<file path="config.mk">
export PLATFORM = sky130hd
export DESIGN_NAME = store_execution
export DESIGN_NICKNAME = d
export VERILOG_FILES = /design/src/rtl/isa_pkg.sv /design/src/rtl/tile_serializer.sv /design/src/rtl/store_execution.sv
export SDC_FILE = /design/constraint.sdc
export NUM_CORES = 1
export LEC_CHECK = 0
export BUFFER_PORTS_ARGS = -buffer_cell sky130_fd_sc_hd__buf_2
export CORE_ASPECT_RATIO = 0.5
export CORE_UTILIZATION = 54
export DETAILED_ROUTE_END_ITERATION = 7
export GPL_ROUTABILITY_DRIVEN = 0
export PLACE_DENSITY_LB_ADDON = 0.25
export SYNTH_ARGS = -nofsm -noshare
export SYNTH_HDL_FRONTEND = slang
export SYNTH_SLANG_ARGS = --single-unit
</file>
<file path="constraint.sdc">
create_clock -name clk -period 2.8 [get_ports clk]
set_input_delay 0.14 -clock clk [delete_from_list [all_inputs] [get_ports clk]]
set_output_delay 0.14 -clock clk [all_outputs]
set_load 0.02 [all_outputs]
</file>
<file path="src/rtl/isa_pkg.sv">
// Shared instruction-set definitions for the load/store executors: opcodes,
// store FSM state encoding and tile geometry helper.
package isa_pkg;

  localparam logic [4:0] OPC_LOAD_V = 5'h01;
  localparam logic [4:0] OPC_LOAD_M = 5'h02;
  localparam logic [4:0] OPC_STORE  = 5'h03;

  typedef enum logic [2:0] {
    ST_IDLE,
    ST_REQ_TILE,
    ST_WAIT_TILE,
    ST_WRITE,
    ST_COMPLETE
  } store_state_t;

  function automatic int tile_elems(input int tile_width, input int data_width);
    return tile_width / data_width;
  endfunction

endpackage

</file>
<file path="src/rtl/tile_serializer.sv">
// Holds one captured tile and walks it element by element; the element index
// advances on each accepted (valid && ack) beat and runs across tile reloads.
module tile_serializer #(
  parameter int DATA_WIDTH = 8,
  parameter int TILE_ELEMS = 32,
  parameter int IDX_W      = 10
) (
  input  logic                                  clk,
  input  logic                                  rst,
  input  logic                                  clear,
  input  logic                                  load,
  input  logic [TILE_ELEMS-1:0][DATA_WIDTH-1:0] tile_in,
  input  logic                                  out_valid,
  input  logic                                  out_ack,
  output logic [IDX_W-1:0]                      elem_idx,
  output logic [DATA_WIDTH-1:0]                 out_data
);

  localparam int SEL_W = $clog2(TILE_ELEMS);

  logic [TILE_ELEMS-1:0][DATA_WIDTH-1:0] tile_q, tile_d;
  logic [IDX_W-1:0]                      idx_q, idx_d;

  always_comb begin
    tile_d = tile_q;
    idx_d  = idx_q;
    if (clear)              idx_d  = '0;
    if (load)               tile_d = tile_in;
    if (out_valid && out_ack) idx_d = idx_q + 1'b1;
  end

  always_ff @(posedge clk) begin
    if (rst) begin
      tile_q <= '0;
      idx_q  <= '0;
    end else begin
      tile_q <= tile_d;
      idx_q  <= idx_d;
    end
  end

  // Low index bits select the slot within the current tile.
  assign elem_idx = idx_q;
  assign out_data = tile_q[idx_q[SEL_W-1:0]];

endmodule

</file>
<file path="src/rtl/store_execution.sv">
// STORE executor: fetches tiles from the buffer controller and writes them to
// DRAM one element per handshake. Optional STORE_EXEC_TIMEOUT_EN adds a write-ack timeout.
module store_execution
  import isa_pkg::*;
#(
  parameter int DATA_WIDTH = 8,
  parameter int TILE_WIDTH = 256,
  parameter int TILE_ELEMS = tile_elems(TILE_WIDTH, DATA_WIDTH),
  parameter int ADDR_WIDTH = 24
`ifdef STORE_EXEC_TIMEOUT_EN
  , parameter int TIMEOUT_CYCLES = 1024
`endif
) (
  input  logic                                         clk,
  input  logic                                         rst,
  input  logic                                         start,
  input  logic [4:0]                                   opcode,
  input  logic [4:0]                                   src_buffer_id,
  input  logic [9:0]                                   length,
  input  logic [ADDR_WIDTH-1:0]                        addr,
  output logic                                         done,
  output logic                                         buf_read_req,
  output logic [4:0]                                   buf_read_buffer_id,
  input  logic signed [TILE_ELEMS-1:0][DATA_WIDTH-1:0] buf_read_tile,
  input  logic                                         buf_read_valid,
  output logic                                         mem_we,
  output logic [ADDR_WIDTH-1:0]                        mem_addr,
  output logic [DATA_WIDTH-1:0]                        mem_wdata,
  input  logic                                         mem_ack
`ifdef STORE_EXEC_TIMEOUT_EN
  , output logic                                       error
`endif
);

  localparam int SEL_W = $clog2(TILE_ELEMS);

  store_state_t          state_q, state_d;
  logic [ADDR_WIDTH-1:0] base_q, base_d;
  logic [9:0]            len_q, len_d;
  logic [4:0]            buf_id_q, buf_id_d;
  logic [5:0]            tile_cnt_q, tile_cnt_d;

  logic                  ser_clear, ser_load, ser_valid;
  logic [9:0]            ser_idx, idx_nxt;
  logic [DATA_WIDTH-1:0] ser_data;

`ifdef STORE_EXEC_TIMEOUT_EN
  localparam int SW = $clog2(TIMEOUT_CYCLES + 1);
  logic [SW-1:0] stall_q, stall_d;
  logic          error_q, error_d;
`endif

  assign idx_nxt = ser_idx + 10'd1;

  always_comb begin
    state_d    = state_q;
    base_d     = base_q;
    len_d      = len_q;
    buf_id_d   = buf_id_q;
    tile_cnt_d = tile_cnt_q;
    ser_clear  = 1'b0;
    ser_load   = 1'b0;
    ser_valid  = 1'b0;
`ifdef STORE_EXEC_TIMEOUT_EN
    stall_d    = stall_q;
    error_d    = error_q;
`endif
    case (state_q)
      ST_IDLE: begin
        if (start) begin
          base_d     = addr;
          len_d      = length;
          buf_id_d   = src_buffer_id;
          tile_cnt_d = '0;
          ser_clear  = 1'b1;
`ifdef STORE_EXEC_TIMEOUT_EN
          error_d    = 1'b0;
          stall_d    = '0;
`endif
          if (opcode != OPC_STORE || length == 10'd0) state_d = ST_COMPLETE;
          else                                        state_d = ST_REQ_TILE;
        end
      end
      ST_REQ_TILE: begin
        tile_cnt_d = tile_cnt_q + 6'd1;
        state_d    = ST_WAIT_TILE;
      end
      ST_WAIT_TILE: begin
        if (buf_read_valid) begin
          ser_load = 1'b1;
          state_d  = ST_WRITE;
        end
      end
      ST_WRITE: begin
        ser_valid = 1'b1;
        if (mem_ack) begin
`ifdef STORE_EXEC_TIMEOUT_EN
          stall_d = '0;
`endif
          // Last element wins over the tile boundary when both coincide.
          if (idx_nxt == len_q)                state_d = ST_COMPLETE;
          else if (idx_nxt[SEL_W-1:0] == '0)   state_d = ST_REQ_TILE;
        end
`ifdef STORE_EXEC_TIMEOUT_EN
        else if (stall_q == SW'(TIMEOUT_CYCLES - 1)) begin
          stall_d = '0;
          error_d = 1'b1;
          state_d = ST_COMPLETE;
        end else begin
          stall_d = stall_q + 1'b1;
        end
`endif
      end
      ST_COMPLETE: state_d = ST_IDLE;
      default:     state_d = ST_IDLE;
    endcase
  end

  always_ff @(posedge clk) begin
    if (rst) begin
      state_q    <= ST_IDLE;
      base_q     <= '0;
      len_q      <= '0;
      buf_id_q   <= '0;
      tile_cnt_q <= '0;
`ifdef STORE_EXEC_TIMEOUT_EN
      stall_q    <= '0;
      error_q    <= 1'b0;
`endif
    end else begin
      state_q    <= state_d;
      base_q     <= base_d;
      len_q      <= len_d;
      buf_id_q   <= buf_id_d;
      tile_cnt_q <= tile_cnt_d;
`ifdef STORE_EXEC_TIMEOUT_EN
      stall_q    <= stall_d;
      error_q    <= error_d;
`endif
    end
  end

  tile_serializer #(
    .DATA_WIDTH (DATA_WIDTH),
    .TILE_ELEMS (TILE_ELEMS),
    .IDX_W      (10)
  ) u_ser (
    .clk       (clk),
    .rst       (rst),
    .clear     (ser_clear),
    .load      (ser_load),
    .tile_in   (buf_read_tile),
    .out_valid (ser_valid),
    .out_ack   (mem_ack),
    .elem_idx  (ser_idx),
    .out_data  (ser_data)
  );

  assign done               = (state_q == ST_COMPLETE);
  assign buf_read_req       = (state_q == ST_REQ_TILE);
  assign buf_read_buffer_id = buf_id_q;
  assign mem_we             = (state_q == ST_WRITE);
  // Memory port is driven only while a write is being offered.
  assign mem_addr           = mem_we ? base_q + ADDR_WIDTH'(ser_idx) : '0;
  assign mem_wdata          = mem_we ? ser_data : '0;
`ifdef STORE_EXEC_TIMEOUT_EN
  assign error              = error_q;
`endif

endmodule

</file>
# --- Yosys cells after proc, flatten, opt, wreduce, memory -nomap -nowiden ---
# Index checks and enable logic that the tools add are counted.
# Widths: inputs -> output; s select.
totals:
  ff_bits: 308
  elab_cells: 76
  out_inout_bits: 40
classes:
  add_sub_neg: 2
  n_eq_ne: 10
  n_lt_le_gt_ge: 1
  n_reduce_logical: 8
  muxes: 18
ops:
  columns: ["op", "count"]
  rows:
  - ["$bmux 8 s5", 1]
  - ["$add 24x10->24", 1]
  - ["$mux 24", 1]
  - ["$mux 10", 2]
  - ["$mux 3", 6]
  - ["$mux 8", 2]
  - ["$pmux 3 s4", 1]
  - ["$add 10x1->10 const B", 1]
  - ["$eq 10x10->1", 1]
  - ["$logic_not 10->1", 1]
  - ["$eq 3x2->1 const B", 2]
  - ["$lt 5x6->1 const B", 1]
  - ["$logic_not 5->1", 1]
  - ["$mux 1", 5]
  - ["$ne 5x2->1 const B", 1]
  - ["$ne 2x2->1 const B", 2]
  - ["$reduce_and 4->1", 1]
  - ["$eq 3x1->1 const B", 1]
  - ["$eq 3x3->1 const B", 1]
  - ["$logic_not 3->1", 1]
  - ["$ne 3x1->1 const B", 1]
  - ["$ne 2x1->1 const B", 1]
  - ["$reduce_and 2->1", 1]
  - ["$reduce_bool 2->1", 1]
  - ["other kinds (2)", 2]

# --- Depth between registers and ports, before layout ---
logic_depth:
  word_depth: 6
  ltp_mapped: 8
  depth_no_buf: 7

# --- Hierarchy ---
# From an unflattened synthesis, not the netlist that was laid out.
hier_totals:
  hier_cells: 1373
  area_unflattened_um2: 14176.1
modules_own_cells:
  columns: ["module", "instances", "cells_each", "seq_area_each_um2", "area_per_inst_um2"]
  rows:
  - ["tile_serializer", 1, 990, 5325.1, 11355.9]
  - ["store_execution", 1, 383, 840.8, 2820.2]

# --- Least setup slack after synthesis ---
# OpenSTA, ideal clock, no wires.
synth_path:
  path_type: "register -> output"
  from: "reg u_ser.idx_q[0] (netlist: u_ser.elem_idx[0])"
  to: "out mem_addr[18]"
  t_arrival_ns: 2.288
  slack_ns: 0.372
  stages_incl_launch_ff: 8
  path_cell_list: "dfxtp_1 > ha_1 > fa_1 > a211oi_1 > o21bai_1 > o2111ai_1 > a21boi_0 > mux2i_1"
synth_via:
  elab_chain_len: 2
synth_lines:
  columns: ["item", "line", "rtl"]
  rows:
  - ["start: declaration", "tile_serializer.sv:22", "logic [IDX_W-1:0] idx_q, idx_d;"]
  - ["start signal: assignment", "tile_serializer.sv:38", "idx_q <= idx_d;"]
  - ["$add 24x10->24", "store_execution.sv:164", "assign mem_addr = mem_we ? base_q + ADDR_WIDTH'(ser_idx) : '0;"]
  - ["$mux 24", "store_execution.sv:164", null]
  - ["end: declaration", "store_execution.sv:27", "output logic [ADDR_WIDTH-1:0] mem_addr,"]
# No other way between the ends.

# --- Worst setup path after layout ---
layout_path:
  from: "reg u_ser.idx_q[0] (netlist: u_ser.elem_idx[0])"
  to: "out mem_wdata[0]"
layout_via:
  elab_chain_len: 3
layout_lines:
  columns: ["item", "line", "rtl"]
  rows:
  - ["$bmux 8 s5", "tile_serializer.sv:44", "assign out_data = tile_q[idx_q[SEL_W-1:0]];"]
  - ["$mux 8 (implied by the code)", "tile_serializer.sv:44", null]
  - ["$mux 8", "store_execution.sv:165", "assign mem_wdata = mem_we ? ser_data : '0;"]
  - ["end: declaration", "store_execution.sv:28", "output logic [DATA_WIDTH-1:0] mem_wdata,"]
# No other way between the ends. The select of a mux whose other input is x is not followed.

==> results.md <==
- CP required: 2660 ps
- Mux cell area share after synthesis: 13.72%
- Crit path from: u_ser.elem_idx[0]$_SDFFE_PP0P_
- Switching Fraction: 28.45%
- Worst Hold Slack: 6.645 ps
- Setup Skew: 16.93 ps
- CP Launch Type: flop
- Compound-gate portion of the synthesized area: 15.37%
- Worst skew pair latency: 570 ps
- Worst hold path class: primary input to flop
- Synth Area in Adders: 1.215%
- Reg-to-Reg Start: u_ser.elem_idx[1]$_SDFFE_PP0P_
- Largest family of logic cells by synthesized area: simple AND/OR/NAND/NOR gates
- Main flop type after synthesis: dfxtp_1
- P_int: 0.007803 W
- PD cells: 533.2 nW/um2
- Slew HR: 45.30%
- Worst R2R Setup Slack: 370 ps
- Vias/cell: 6.072
- Cells on Worst Hold Path: 3
- First drt pass iteration count: 8
- H-Tree Depth: 1
- Final nets: 2,582
- Finished layout cell area: 20,450 um2
- Layout cell share with drive strength beyond 1: 24.36%
- Sink Count: 308
- Clock slew at reported path FFs: 70 ps
- Worst Tran Pin Value: 820.5 ps
- Critical Path End: mem_wdata[0]
- First-pass GRT wire length: 83,670 um
- Peak Freq: 0.3339 GHz
- Total power: 0.01091 W
- Final ANT Viol Nets: 0
- Combinational power share: 17.7%
- CP endpoint kind: primary output
- Number of port buffers: 344
- Leakage: 7.722 nW
- Routed WL: 58,670 um
- Area of the core: 25,340 um2
- Yosys reg bits: 308
- Fin. Hold Viols: 0
- Syn Inst Count: 1,674
- FF-to-FF End: state_q[1]$_SDFFE_PP0P_
- Fin crit share: 107.0%
- Xor/xnor share of the synthesized area: 1.161%
- TritonCTS clock tree: done
- Register area share after synthesis: 44.03%
- Min cycle time layout: 2995 ps
- Synth Area in Simple Gates: 20.37%
- WL per Instance: 22.27 um
- Root Driver: clkbuf_16
- Clk pwr share: 37.0%
- Post-DP HPWL: 32,060 um
- Die X-Extent: 229.8 um
- Largest net degree at the start of global routing: 159
- Kind of critical path: flop to primary output
- Flop pwr share: 45.3%
- Slew Limit Fails: 0
- R2r worst-path depth: 8
- Gr usage total: 41.27%
- Starting density of the core: 55.26%
- Max cap viols: 0
- Critical Path Fanout Max: 9
- Mapped Nets: 1,992
- Failing checks: design-rule violations, negative setup slack
- Bufs on Longest Clock Path: 3
- Worst vdd ir: 0.0004330 V
- Placed Area: 16,000 um2
- Number of remaining DRC errors: 22
- Vias in the first global route: 15,210
- Avg Inst Size Synth: 8.366 um2
- GRT Residual Overflow: 0
- Die height: 115.9 um
- WP data arrival: 2850 ps
- Final setup margin: -195.0 ps
- Vias: 15,994
- EDFF count, synth: 0
- Status: finished, violations left
- Iter 0 DRT Violations: 2,355
- # setup viols final: 16
- Psw: 0.003103 W
- Num ports: 345
- Synth unique cells: 59
- Yosys warns: 0
- Area delta synth->final: 46.06%
- FP Rows: 41
- Post-synth ARST share: 0%
- Antenna violations before repair: 7
- Total CTS buffers: 26
- Synth Cell Area: 14,000 um2
- Die area: 26,620 um2
- RSZ-0062 raised after global routing: yes
-- registers in the layout (all words and copies together) (netlist names) --
signal and count:
buf_read_buffer_id 5, len_q 10, state_q 3, u_ser.tile_q 256, base_q 24, u_ser.elem_idx 10
-- how the worst min path moves through the flow --
| stage | start | end |
|---|---|---|
| floorplan | buf_read_tile[206] | u_ser.tile_q[206]$_SDFFE_PP0P_ |
| global placement | buf_read_tile[147] | u_ser.tile_q[147]$_SDFFE_PP0P_ |
| detailed placement | buf_read_tile[16] | u_ser.tile_q[16]$_SDFFE_PP0P_ |
| CTS | mem_ack | state_q[1]$_SDFFE_PP0P_ |
| global route | rst | u_ser.elem_idx[8]$_SDFFE_PP0P_ |
| finish | mem_ack | state_q[1]$_SDFFE_PP0P_ |
-- metal layers --
metal	track usage, %	wire [um]	part of all wire [%]
met2	67.11	26130	45
met5	0	0	0
met1	49.27	20540	35
met4	26.36	4826	8.2
met3	11.39	7172	12
-- area by class of cell --
cell class | count | area, um2
Multi-Input combinational cell | 1228 | 7431
Sequential cell | 308 | 6181
Timing Repair Buffer | 696 | 5466
Fill cell | 1450 | 4887
Clock buffer | 35 | 714.4
Tap cell | 344 | 430.4
Clock inverter | 11 | 196.4
Antenna cell | 8 | 20.02
Inverter | 4 | 15.01
-- through the flow --
stage / cells / worst slack (ps) / setup TNS (ps) / util, %
final: 2634 / -195.0 / -1583 / 80.71
after global placement: 2262 / 316.8 / 0 / 63.14
after global routing: 2630 / -264.1 / -2630 / 80.68
after floorplan: 1674 / 372.5 / 0 / -
after CTS: 2618 / -114.3 / -994.7 / 79.50
after detailed placement: 2262 / 274.7 / 0 / 63.14
-- Yosys cell counts, drive strengths merged (4+ instances only) --
| master | number | share of area, % |
|---|---|---|
| mux4 | 80 | 13 |
| a211oi | 4 | 0.21 |
| a21oi | 323 | 12 |
| or3 | 11 | 0.49 |
| ha | 12 | 1.1 |
| nor3 | 11 | 0.39 |
| a22o | 8 | 0.50 |
| o21ai | 20 | 0.71 |
| nand3 | 12 | 0.43 |
| a21o | 5 | 0.27 |
| clkbuf | 107 | 2.9 |
| nor2 | 25 | 0.67 |
| xnor2 | 10 | 0.63 |
| nand2 | 619 | 17 |
| xor2 | 6 | 0.38 |
| nor3b | 4 | 0.21 |
| and3 | 4 | 0.18 |
| and2 | 5 | 0.22 |
| dfxtp | 308 | 44 |
| a2111o | 4 | 0.32 |
| mux2i | 9 | 0.64 |
| nand2b | 4 | 0.18 |
| buf | 27 | 1.2 |
| nor4 | 6 | 0.27 |
-- worst max-delay path: stages, from the launching register on --
cell and delay, ps:
dfxtp_4 440, buf_12 190, buf_12 150, mux4_2 520, mux4_2 480, a22o_1 340, buf_6 170
-- repair_timing --
| action | 4_1_cts | 5_1_grt |
|---|---|---|
| gates cloned | 2 | 2 |
| hold endpoints to repair | 295 | 0 |
| pin swaps | 11 | 11 |
| buffers inserted | 13 | 6 |
| hold buffers | 295 | 0 |
| resized for setup | 29 | 61 |
| setup endpoints to repair | 23 | 24 |
-- power groups by stage --
| stage | registers (W) | clock network (W) | logic, W |
|---|---|---|---|
| floorplan | 0.00489 | 0 | 0.000950 |
| global placement | 0.00499 | 0 | 0.00142 |
| detailed placement | 0.00499 | 0 | 0.00145 |
| CTS | 0.00490 | 0.00398 | 0.00179 |
| global route | 0.00495 | 0.00420 | 0.00206 |
| finish | 0.00494 | 0.00404 | 0.00193 |
-- cells in the final DEF, fill, tap and decap left out, drive strengths merged, types with 4 or more instances in the layout --
cell | Yosys | final
a2111o | 4 | 4
a211oi | 4 | 4
a21o | 5 | 5
a21oi | 323 | 323
a22o | 8 | 8
and2 | 5 | 5
and3 | 4 | 4
buf | 27 | 399
bufinv | 0 | 5
clkbuf | 107 | 36
clkinv | 1 | 5
dfxtp | 308 | 308
diode | 0 | 8
dlygate4sd3 | 0 | 295
ha | 12 | 12
mux2i | 9 | 9
mux4 | 80 | 80
nand2 | 619 | 619
nand2b | 4 | 4
nand3 | 12 | 12
nor2 | 25 | 25
nor3 | 11 | 11
nor3b | 4 | 4
nor4 | 6 | 6
o21ai | 20 | 20
or3 | 11 | 11
xnor2 | 10 | 10
xor2 | 6 | 6
-- cell families after synthesis --
kind of cell	Yosys count
AND/OR/NAND/NOR	714
XOR/XNOR	17
flip-flops	308
buffers and inverters	138
multiplexers	90
AO/OA/AOI/OAI	394
adder cells (fa/ha/maj)	13
(Power assumes the default switching activity.)
